### src/rtl/pipe_skid_reg_if.sv
// Streaming handshake bundle around one pipeline stage: upstream beat in, downstream beat out.
// slave is the stage's view; master is the view of whatever drives and drains it.
interface pipe_skid_reg_if #(
    parameter int DATA_W = 32
);
    logic              in_valid;
    logic              in_ready;
    logic [DATA_W-1:0] in_data;
    logic              out_valid;
    logic              out_ready;
    logic [DATA_W-1:0] out_data;

    modport slave (
        input  in_valid, in_data, out_ready,
        output in_ready, out_valid, out_data
    );

    modport master (
        output in_valid, in_data, out_ready,
        input  in_ready, out_valid, out_data
    );
endinterface

### src/rtl/pipe_skid_reg.sv
// Valid/ready register slice with optional skid entry, sync flush, occupancy and saturating transfer count.
// Latency: one cycle in->out, no combinational in->out path; FULL_TPUT=1 gives 1 beat/cycle, FULL_TPUT=0 1 beat/2 cycles.
// Backpressure: in_ready is registered-state only (plus flush); the skid entry absorbs the beat in flight when out_ready drops.
module pipe_skid_reg #(
    parameter int DATA_W    = 32,
    parameter int FULL_TPUT = 1,
    parameter int CNT_W     = 16
) (
    input  logic                 clk,
    input  logic                 rst_n,
    pipe_skid_reg_if.slave       bus,
    input  logic                 flush,
    output logic [1:0]           occupancy,
    output logic [CNT_W-1:0]     xfer_count
);

    logic              m_v;
    logic [DATA_W-1:0] m_d;
    logic              s_v;
    logic [DATA_W-1:0] s_d;
    logic              fire_in;
    logic              fire_out;

    assign fire_in  = bus.in_valid & bus.in_ready;
    assign fire_out = m_v & bus.out_ready;

    assign bus.out_valid = m_v;
    assign bus.out_data  = m_d;
    assign occupancy     = {1'b0, m_v} + {1'b0, s_v};

    generate
        if (FULL_TPUT != 0) begin : g_skid
            // S only fills when M is busy and not draining; it always drains into M first.
            always_ff @(posedge clk or negedge rst_n) begin
                if (!rst_n) begin
                    s_v <= 1'b0;
                    s_d <= '0;
                end else if (flush) begin
                    s_v <= 1'b0;
                end else if (s_v) begin
                    if (fire_out) begin
                        s_v <= 1'b0;
                    end
                end else if (fire_in && m_v && !fire_out) begin
                    s_v <= 1'b1;
                    s_d <= bus.in_data;
                end
            end

            assign bus.in_ready = ~s_v & ~flush;
        end else begin : g_half
            assign s_v          = 1'b0;
            assign s_d          = '0;
            assign bus.in_ready = ~m_v & ~flush;
        end
    endgenerate

    always_ff @(posedge clk or negedge rst_n) begin
        if (!rst_n) begin
            m_v <= 1'b0;
            m_d <= '0;
        end else if (flush) begin
            m_v <= 1'b0;
        end else if (s_v) begin
            if (fire_out) begin
                m_d <= s_d;
            end
        end else if (fire_in && (!m_v || fire_out)) begin
            m_v <= 1'b1;
            m_d <= bus.in_data;
        end else if (fire_out) begin
            m_v <= 1'b0;
        end
    end

    // A beat leaving during a flush cycle still reached the consumer, so it is counted.
    always_ff @(posedge clk or negedge rst_n) begin
        if (!rst_n) begin
            xfer_count <= '0;
        end else if (fire_out && (xfer_count != {CNT_W{1'b1}})) begin
            xfer_count <= xfer_count + CNT_W'(1);
        end
    end

endmodule

### src/flat_wrapper.sv
// flat-port wrapper written by rule: the top's interface ports become plain ports
module pipe_skid_reg_flat 
#(
    parameter int DATA_W    = 32,
    parameter int FULL_TPUT = 1,
    parameter int CNT_W     = 16
)
  (clk, rst_n, flush, occupancy, xfer_count, bus_in_valid, bus_in_data, bus_out_ready, bus_in_ready, bus_out_valid, bus_out_data);
  pipe_skid_reg_if #(.DATA_W(DATA_W)) bus_i ();
  input  logic clk;
  input  logic rst_n;
  input  logic flush;
  output logic [1:0] occupancy;
  output logic [CNT_W-1:0] xfer_count;
  input wire logic [$bits(bus_i.in_valid)-1:0] bus_in_valid;
  input wire logic [$bits(bus_i.in_data)-1:0] bus_in_data;
  input wire logic [$bits(bus_i.out_ready)-1:0] bus_out_ready;
  output wire logic [$bits(bus_i.in_ready)-1:0] bus_in_ready;
  output wire logic [$bits(bus_i.out_valid)-1:0] bus_out_valid;
  output wire logic [$bits(bus_i.out_data)-1:0] bus_out_data;
  assign bus_i.in_valid = bus_in_valid;
  assign bus_i.in_data = bus_in_data;
  assign bus_i.out_ready = bus_out_ready;
  assign bus_in_ready = bus_i.in_ready;
  assign bus_out_valid = bus_i.out_valid;
  assign bus_out_data = bus_i.out_data;
  pipe_skid_reg #(.DATA_W(DATA_W), .FULL_TPUT(FULL_TPUT), .CNT_W(CNT_W)) u_core (.clk(clk), .rst_n(rst_n), .bus(bus_i), .flush(flush), .occupancy(occupancy), .xfer_count(xfer_count));
endmodule
### config.mk
export PLATFORM = sky130hd
export DESIGN_NAME = pipe_skid_reg_flat
export DESIGN_NICKNAME = d
export VERILOG_FILES = /design/src/rtl/pipe_skid_reg_if.sv /design/src/rtl/pipe_skid_reg.sv /design/src/flat_wrapper.sv
export SDC_FILE = /design/constraint.sdc
export NUM_CORES = 1
export LEC_CHECK = 0
export ABC_AREA = 0
export CORE_ASPECT_RATIO = 0.9
export CORE_MARGIN = 5
export CORE_UTILIZATION = 40
export DETAILED_ROUTE_END_ITERATION = 8
export DONT_BUFFER_PORTS = 1
export PLACE_DENSITY_LB_ADDON = 0.05
export SETUP_SLACK_MARGIN = 0.2
export SLEW_MARGIN = 20
export SYNTH_ARGS = -nofsm -noshare
export SYNTH_HDL_FRONTEND = slang
export SYNTH_SLANG_ARGS = --single-unit
export TNS_END_PERCENT = 50
### constraint.sdc
create_clock -name clk -period 4 [get_ports clk]
set_clock_uncertainty 0.2 [all_clocks]
set_input_delay 0.8 -clock clk [delete_from_list [all_inputs] [get_ports clk]]
set_output_delay 0.8 -clock clk [all_outputs]
set_load 0.005 [all_outputs]
==> impl_metrics.ini, run 1 <==
[run_status]
status = finished, final reports clean

[power]
pwr-share-seq_pct = 57.6
p_int_mw = 1.45
clkPwrFrac_pct = 29.0
ir_drop_uv = 208
power.density_nw_per_um2 = 512
leakage_nw = 1.60
p_sw_share_pct = 28.1
power.switching_uw = 568
power.share.combinational_pct = 13.4

[clock_network]
cts_max_level = 3
ctsResizeCount = 0
clkTransAtPathRegs_ns = 0.08
cts_setup_buffers = 0
cts_sinks = 82
cts_tree = yes
hold_buffers = 1
clockBufferDepth = 2
root_buffer = clkbuf_8
numCtsBuffers = 9
clk_latency_ns = 0.35

[placed_design]
dp_hpwl_mm = 4.85
post-place-cells = 404
gp_congestion = 0.781
place.port_buffers = 0

[final_layout]
fin_util_pct = 43.8
nets = 333
stdcell_count = 421
drive_gt1_share_pct = 20.4
final_cell_mix = dfrtp_1 (81), nor2_1 (38), a21oi_1 (35), mux2_2 (35), mux2i_1 (32)
fillerInstances = 870
seqCellArea_um2 = 2050
areaGrowthSynthToFinish_pct = 7.85
final_common_cell = dfrtp_1
multi_input_area_um2 = 1490
n_antenna_cell = 0

[floorplanning]
core_um2 = 9000
dieArea_um2 = 11100
die_x_um = 111
num_io_pins = 89
initial_core_util_pct = 40.6
num_rows = 33
die_h_um = 101

[synthesis]
synth-edff-count = 0
synth_cell_types = 34
synth_xor_area_share_pct = 2.16
syn_inst = 292
synth_compound_area_share_pct = 7.43
async_flop_share_pct = 100
synth_top_flop_cell = dfrtp_1
synth_area_um2 = 3650
ys_warn_count = 0
synth-seq-area-share_pct = 56.2
synth_top_family_by_area = multiplexers
synthAdderAreaFrac_pct = 0.685
synth_simple_gate_area_share_pct = 10.9
synth.avg_cell_area_um2 = 12.5
synthesis.nets = 331
ys_ff_latch = 82
synthMuxAreaShare_pct = 19.6

[global_routing]
grt_overflow = 0
grt_use_total_pct = 14.3
grt_max_degree = 83
antenna_found_initial = 0
grt_pass1_wl_mm = 12.5
grt_pass1_vias = 2337

[drt]
vias = 2196
vias_per_cell = 5.22
first_pass_iters = 4
drtIter0Drc = 103
drc = 0
avgRoutedWirePerCell_um = 17.4
wirelength_mm = 7.34
ant_nets = 0

[sta]
max_freq_ghz = 0.370
setup_viol = 0
hold_violations = 0
fin_crit_ns = 2.70
period_share_pct = 67.6
rsz0062_at_grt = false
slew_headroom_pct = 63.5
slew_viol_final = 0
tightest_slew_ns = 0.543
setup_tns_ns = 0

[worst_setup_path]
startpoint_type = register
path_class = register to output pin
critical_path_required_ns = 3.00
end_kind = output pin
worst_ep_arrival_time_ns = 1.70
critPathMaxFanout = 29

[min_path]
hold_path.class = input pin to async pin

[run]
maxCapViolations = 0
## Yosys cell counts (2+ instances only)
library cell / n / area (µm²)
nor4_1: 3 / 18.8
ha_1: 2 / 25.0
nor2_1: 38 / 143
clkbuf_1: 3 / 11.3
nand4_1: 4 / 25.0
xnor2_1: 2 / 17.5
buf_6: 7 / 78.8
nor3_1: 3 / 15.0
mux2i_1: 32 / 320
buf_2: 3 / 15.0
o21ai_0: 4 / 20.0
nand2_1: 7 / 26.3
dfrtp_1: 82 / 2050
a21oi_1: 35 / 175
xor2_1: 7 / 61.3
nand3_1: 5 / 25.0
mux2_2: 35 / 394
inv_1: 2 / 7.51
and4_1: 3 / 26.3
## path summary, 6_finish.rpt
kind / slack (ns) / to / depth (start not counted) / start
hold reg to reg: 0.31 / u_core.s_d[25]$_DFFE_PN0P_ / 1 / u_core.s_d[25]$_DFFE_PN0P_
hold / removal: 0.15 / u_core.bus.out_data[5]$_DFFE_PN0P_ / 1 / rst_n
max in group asynchronous: 3.11 / u_core.s_v$_DFF_PN0_ / 1 / rst_n
min in group clk: 0.31 / u_core.s_d[25]$_DFFE_PN0P_ / 1 / u_core.s_d[25]$_DFFE_PN0P_
setup reg to reg: 1.74 / u_core.bus.out_data[9]$_DFFE_PN0P_ / 5 / u_core.bus.out_valid$_DFFE_PN0P_
setup / recovery: 1.30 / occupancy[0] / 2 / u_core.s_v$_DFF_PN0_
## per-layer routing
layer | up-vias | global-route usage [%] | share of wire (%)
li1 | 1043 | - | -
met1 | 1085 | 18.1 | 44
met2 | 61 | 21.5 | 46
met3 | 7 | 7.56 | 9.7
met4 | 0 | 4.26 | 1.1
met5 | - | 0 | 0
## cells by family (layout without fill, tap and decap cells)
logic type | count (synthesis) | count (layout)
AO/OA/AOI/OAI | 46 | 46
multiplexers | 67 | 67
XOR/XNOR | 9 | 9
adder cells (fa/ha/maj) | 2 | 2
flip-flops | 82 | 82
AND/OR/NAND/NOR | 71 | 71
buffers and inverters | 15 | 22
## power groups by stage
stage               clock network [mW]  registers, mW  logic (mW)
global route                     0.653           1.19       0.315
global placement                     0           1.18       0.250
finish                           0.585           1.16       0.270
floorplan                            0           1.14       0.233
detailed placement                   0           1.18       0.256
CTS                              0.617           1.17       0.278
## worst max-delay path: stages (launching register included)
cell	delay, ns
dfrtp_2	0.50
buf_4	0.50
ha_1	0.35
## sequential cells by signal, summed over array words and instances, names as in the netlist
signal                cells
u_core.s_v                1
u_core.bus.out_valid      1
u_core.s_d               32
u_core.xfer_count        16
u_core.bus.out_data      32
## final cells by class
type	instances	area share [%]
timing repair buffer	4	1.27
inverter	2	0.191
tap	122	3.88
multi-input combinational	195	37.8
clock inverter	4	1.33
sequential	82	52.1
clock buffer	12	3.43
## stage by stage
| stage | hold slack (ns) | power [mW] | area [µm²] | setup slack (ns) |
|---|---|---|---|---|
| finish | 0.147 | 2.02 | 3940 | 1.30 |
| global placement | 0.290 | 1.43 | 3720 | 1.58 |
| global route | 0.161 | 2.16 | 3940 | 1.19 |
| CTS | 0.151 | 2.06 | 3940 | 1.24 |
| floorplan | 0.280 | 1.37 | 3650 | 1.89 |
| detailed placement | 0.296 | 1.44 | 3720 | 1.55 |
No activity file was read; power rests on OpenSTA's default activity.
==> run 2, diff against run 1 <==
--- a/config.mk
+++ b/config.mk
@@ -5,7 +5,7 @@
 export SDC_FILE = /design/constraint.sdc
 export NUM_CORES = 1
 export LEC_CHECK = 0
-export ABC_AREA = 0
+export ABC_AREA = 1
 export CORE_ASPECT_RATIO = 0.9
 export CORE_MARGIN = 5
 export CORE_UTILIZATION = 40
==> constraint.sdc (replaced) <==
create_clock -name clk -period 2.5 [get_ports clk]
set_clock_uncertainty 0.2 [all_clocks]
set_input_delay 0.5 -clock clk [delete_from_list [all_inputs] [get_ports clk]]
set_output_delay 0.5 -clock clk [all_outputs]
set_load 0.005 [all_outputs]
==> impl_metrics.ini, run 2 <==
[drt]
avgRoutedWirePerCell_um = 14.1
drtIter0Drc = 170
vias_per_cell = 4.83
wirelength_mm = 8.27
vias = 2835
drc = 0
first_pass_iters = 4
ant_nets = 0

[sta]
tightest_slew_ns = 0.415
hold_violations = 82
setup_viol = 0
setup_tns_ns = 0
slew_headroom_pct = 72.3
holdWs_ns = -0.361
slew_viol_final = 0
rsz0062_at_grt = false
fin_crit_ns = 1.93
max_freq_ghz = 0.519
period_share_pct = 77.1

[synthesis]
netlist_top_cells_count = nand2_1 (125), dfrtp_1 (82), inv_1 (47)
ys_warn_count = 0
syn_inst = 465
yosys.area.top_type = dfrtp_1
synth_area_um2 = 3820
yosysMostFrequentCell = nand2_1
synth-edff-count = 0
ys_top_cells_by_area = dfrtp_1 (54%), nand2_1 (12%), o21ai_0 (4.8%)
async_flop_share_pct = 100
synth-seq-area-share_pct = 53.7
synth_cell_types = 23
synthesis.nets = 504
synth.avg_cell_area_um2 = 8.21
ys_ff_latch = 82
synth_top_flop_cell = dfrtp_1
synth_top_area_share_pct = 53.7

[placed_design]
place.port_buffers = 0
dp_hpwl_mm = 5.63
gp_congestion = 0.782

[run_status]
violations = negative hold slack
status = complete, but fails checks

[final_layout]
nets = 499
final_cell_mix = nand2_1 (125), dfrtp_1 (82), inv_1 (47)
final_common_cell = nand2_1
areaGrowthSynthToFinish_pct = 8.16
fillerInstances = 949
n_antenna_cell = 0
drive_gt1_share_pct = 8.82

[power]
power.density_nw_per_um2 = 849
leakage_nw = 2.00
power_mw = 3.51
ir_drop_uv = 518

[floorplanning]
dieArea_um2 = 11600
die_h_um = 103
core_um2 = 9210
num_io_pins = 89
num_rows = 33
die_x_um = 113
initial_core_util_pct = 41.5

[worst_setup_path]
slowest_delay_ns = 0.49
critical_path.top_delay_family = flip-flops
path_class = register to output pin
cp_slowest_cell = dfrtp_1
critPathMaxFanout = 7
startpoint_type = register
end_kind = output pin
critical_path_required_ns = 1.80
path_cells = ha_1
cp_num_buf_inv = 0
worst_ep_arrival_time_ns = 1.23

[clock_network]
clkTransAtPathRegs_ns = 0.09
cts_setup_buffers = 0
clockBufferDepth = 2
clk_latency_ns = 0.34
numCtsBuffers = 9
cts_max_level = 3
ctsResizeCount = 0
cts_sinks = 82
cts_tree = yes
root_buffer = clkbuf_8

[global_routing]
grt_max_degree = 83
antenna_found_initial = 0
grt_pass1_vias = 2616
grt_pass1_wl_mm = 13.3
grt_overflow = 0
grt_use_total_pct = 14.5

[run]
maxCapViolations = 0

[min_path]
hold_path.class = input pin to async pin
==> run 2: kinds of logic (layout without fill, tap and decap cells) <==
| logic type | count (synthesis) | after routing | share of synthesized area (%) |
|---|---|---|---|
| AO/OA/AOI/OAI | 106 | 106 | 14.3 |
| XOR/XNOR | 5 | 5 | 1.15 |
| adder cells (fa/ha/maj) | 2 | 2 | 0.655 |
| buffers and inverters | 71 | 71 | 8.19 |
| flip-flops | 82 | 82 | 53.7 |
| AND/OR/NAND/NOR | 199 | 199 | 22.0 |
==> run 2: metrics by stage <==
| stage | util [%] | hold WS [ns] | cells | area, µm² | worst slack (ns) |
|---|---|---|---|---|---|
| floorplan | - | 0.00441 | 465 | 3820 | 0.888 |
| CTS | 44.9 | -0.382 | 587 | 4130 | 0.550 |
| detailed placement | 42.2 | 0.00710 | 571 | 3890 | 0.586 |
| finish | 44.9 | -0.361 | 587 | 4130 | 0.573 |
| global route | 44.9 | -0.396 | 587 | 4130 | 0.444 |
| global placement | 42.2 | 0.00676 | 571 | 3890 | 0.617 |
==> run 2: final timing paths <==
| path | start | end | slack, ns | depth (start not counted) |
|---|---|---|---|---|
| max in group asynchronous | rst_n | u_core.xfer_count[3]$_DFFE_PN0P_ | 2.29 | 0 |
| worst min-delay path | rst_n | u_core.bus.out_data[6]$_DFFE_PN0P_ | -0.36 | 0 |
| worst max register to register | u_core.xfer_count[0]$_DFFE_PN0P_ | u_core.xfer_count[9]$_DFFE_PN0P_ | 0.59 | 9 |
| min in group clk | flush | u_core.bus.out_valid$_DFFE_PN0P_ | 0.06 | 1 |
| worst max-delay path | u_core.bus.out_valid$_DFFE_PN0P_ | occupancy[0] | 0.57 | 1 |
| worst min register to register | u_core.s_d[22]$_DFFE_PN0P_ | u_core.s_d[22]$_DFFE_PN0P_ | 0.29 | 2 |
==> run 2: area by class of cell <==
class	instances	area, µm²	area share, %
clock buffer	10	128	3.09
clock inverter	6	114	2.76
inverter	50	188	4.54
multi-input combinational	312	1460	35.3
sequential	82	2050	49.7
tap	122	153	3.70
timing repair buffer	5	37.5	0.909
==> run 2: metal layers <==
layer / global-route usage, % / part of all wire, % / vias to the layer above
met1: 18.0 / 46 / 1279
met4: 5.27 / 1.5 / 0
met2: 22.2 / 44 / 73
li1: - / - / 1472
met5: 0 / 0 / -
met3: 7.04 / 8.9 / 11
==> run 2: power by group <==
group | internal, mW | switching (mW) | leakage [nW]
registers | 1.63 | 0.248 | 0.999
clock network | 0.670 | 0.492 | 0.118
logic | 0.206 | 0.266 | 0.879
total | 2.50 | 1.01 | 2.00
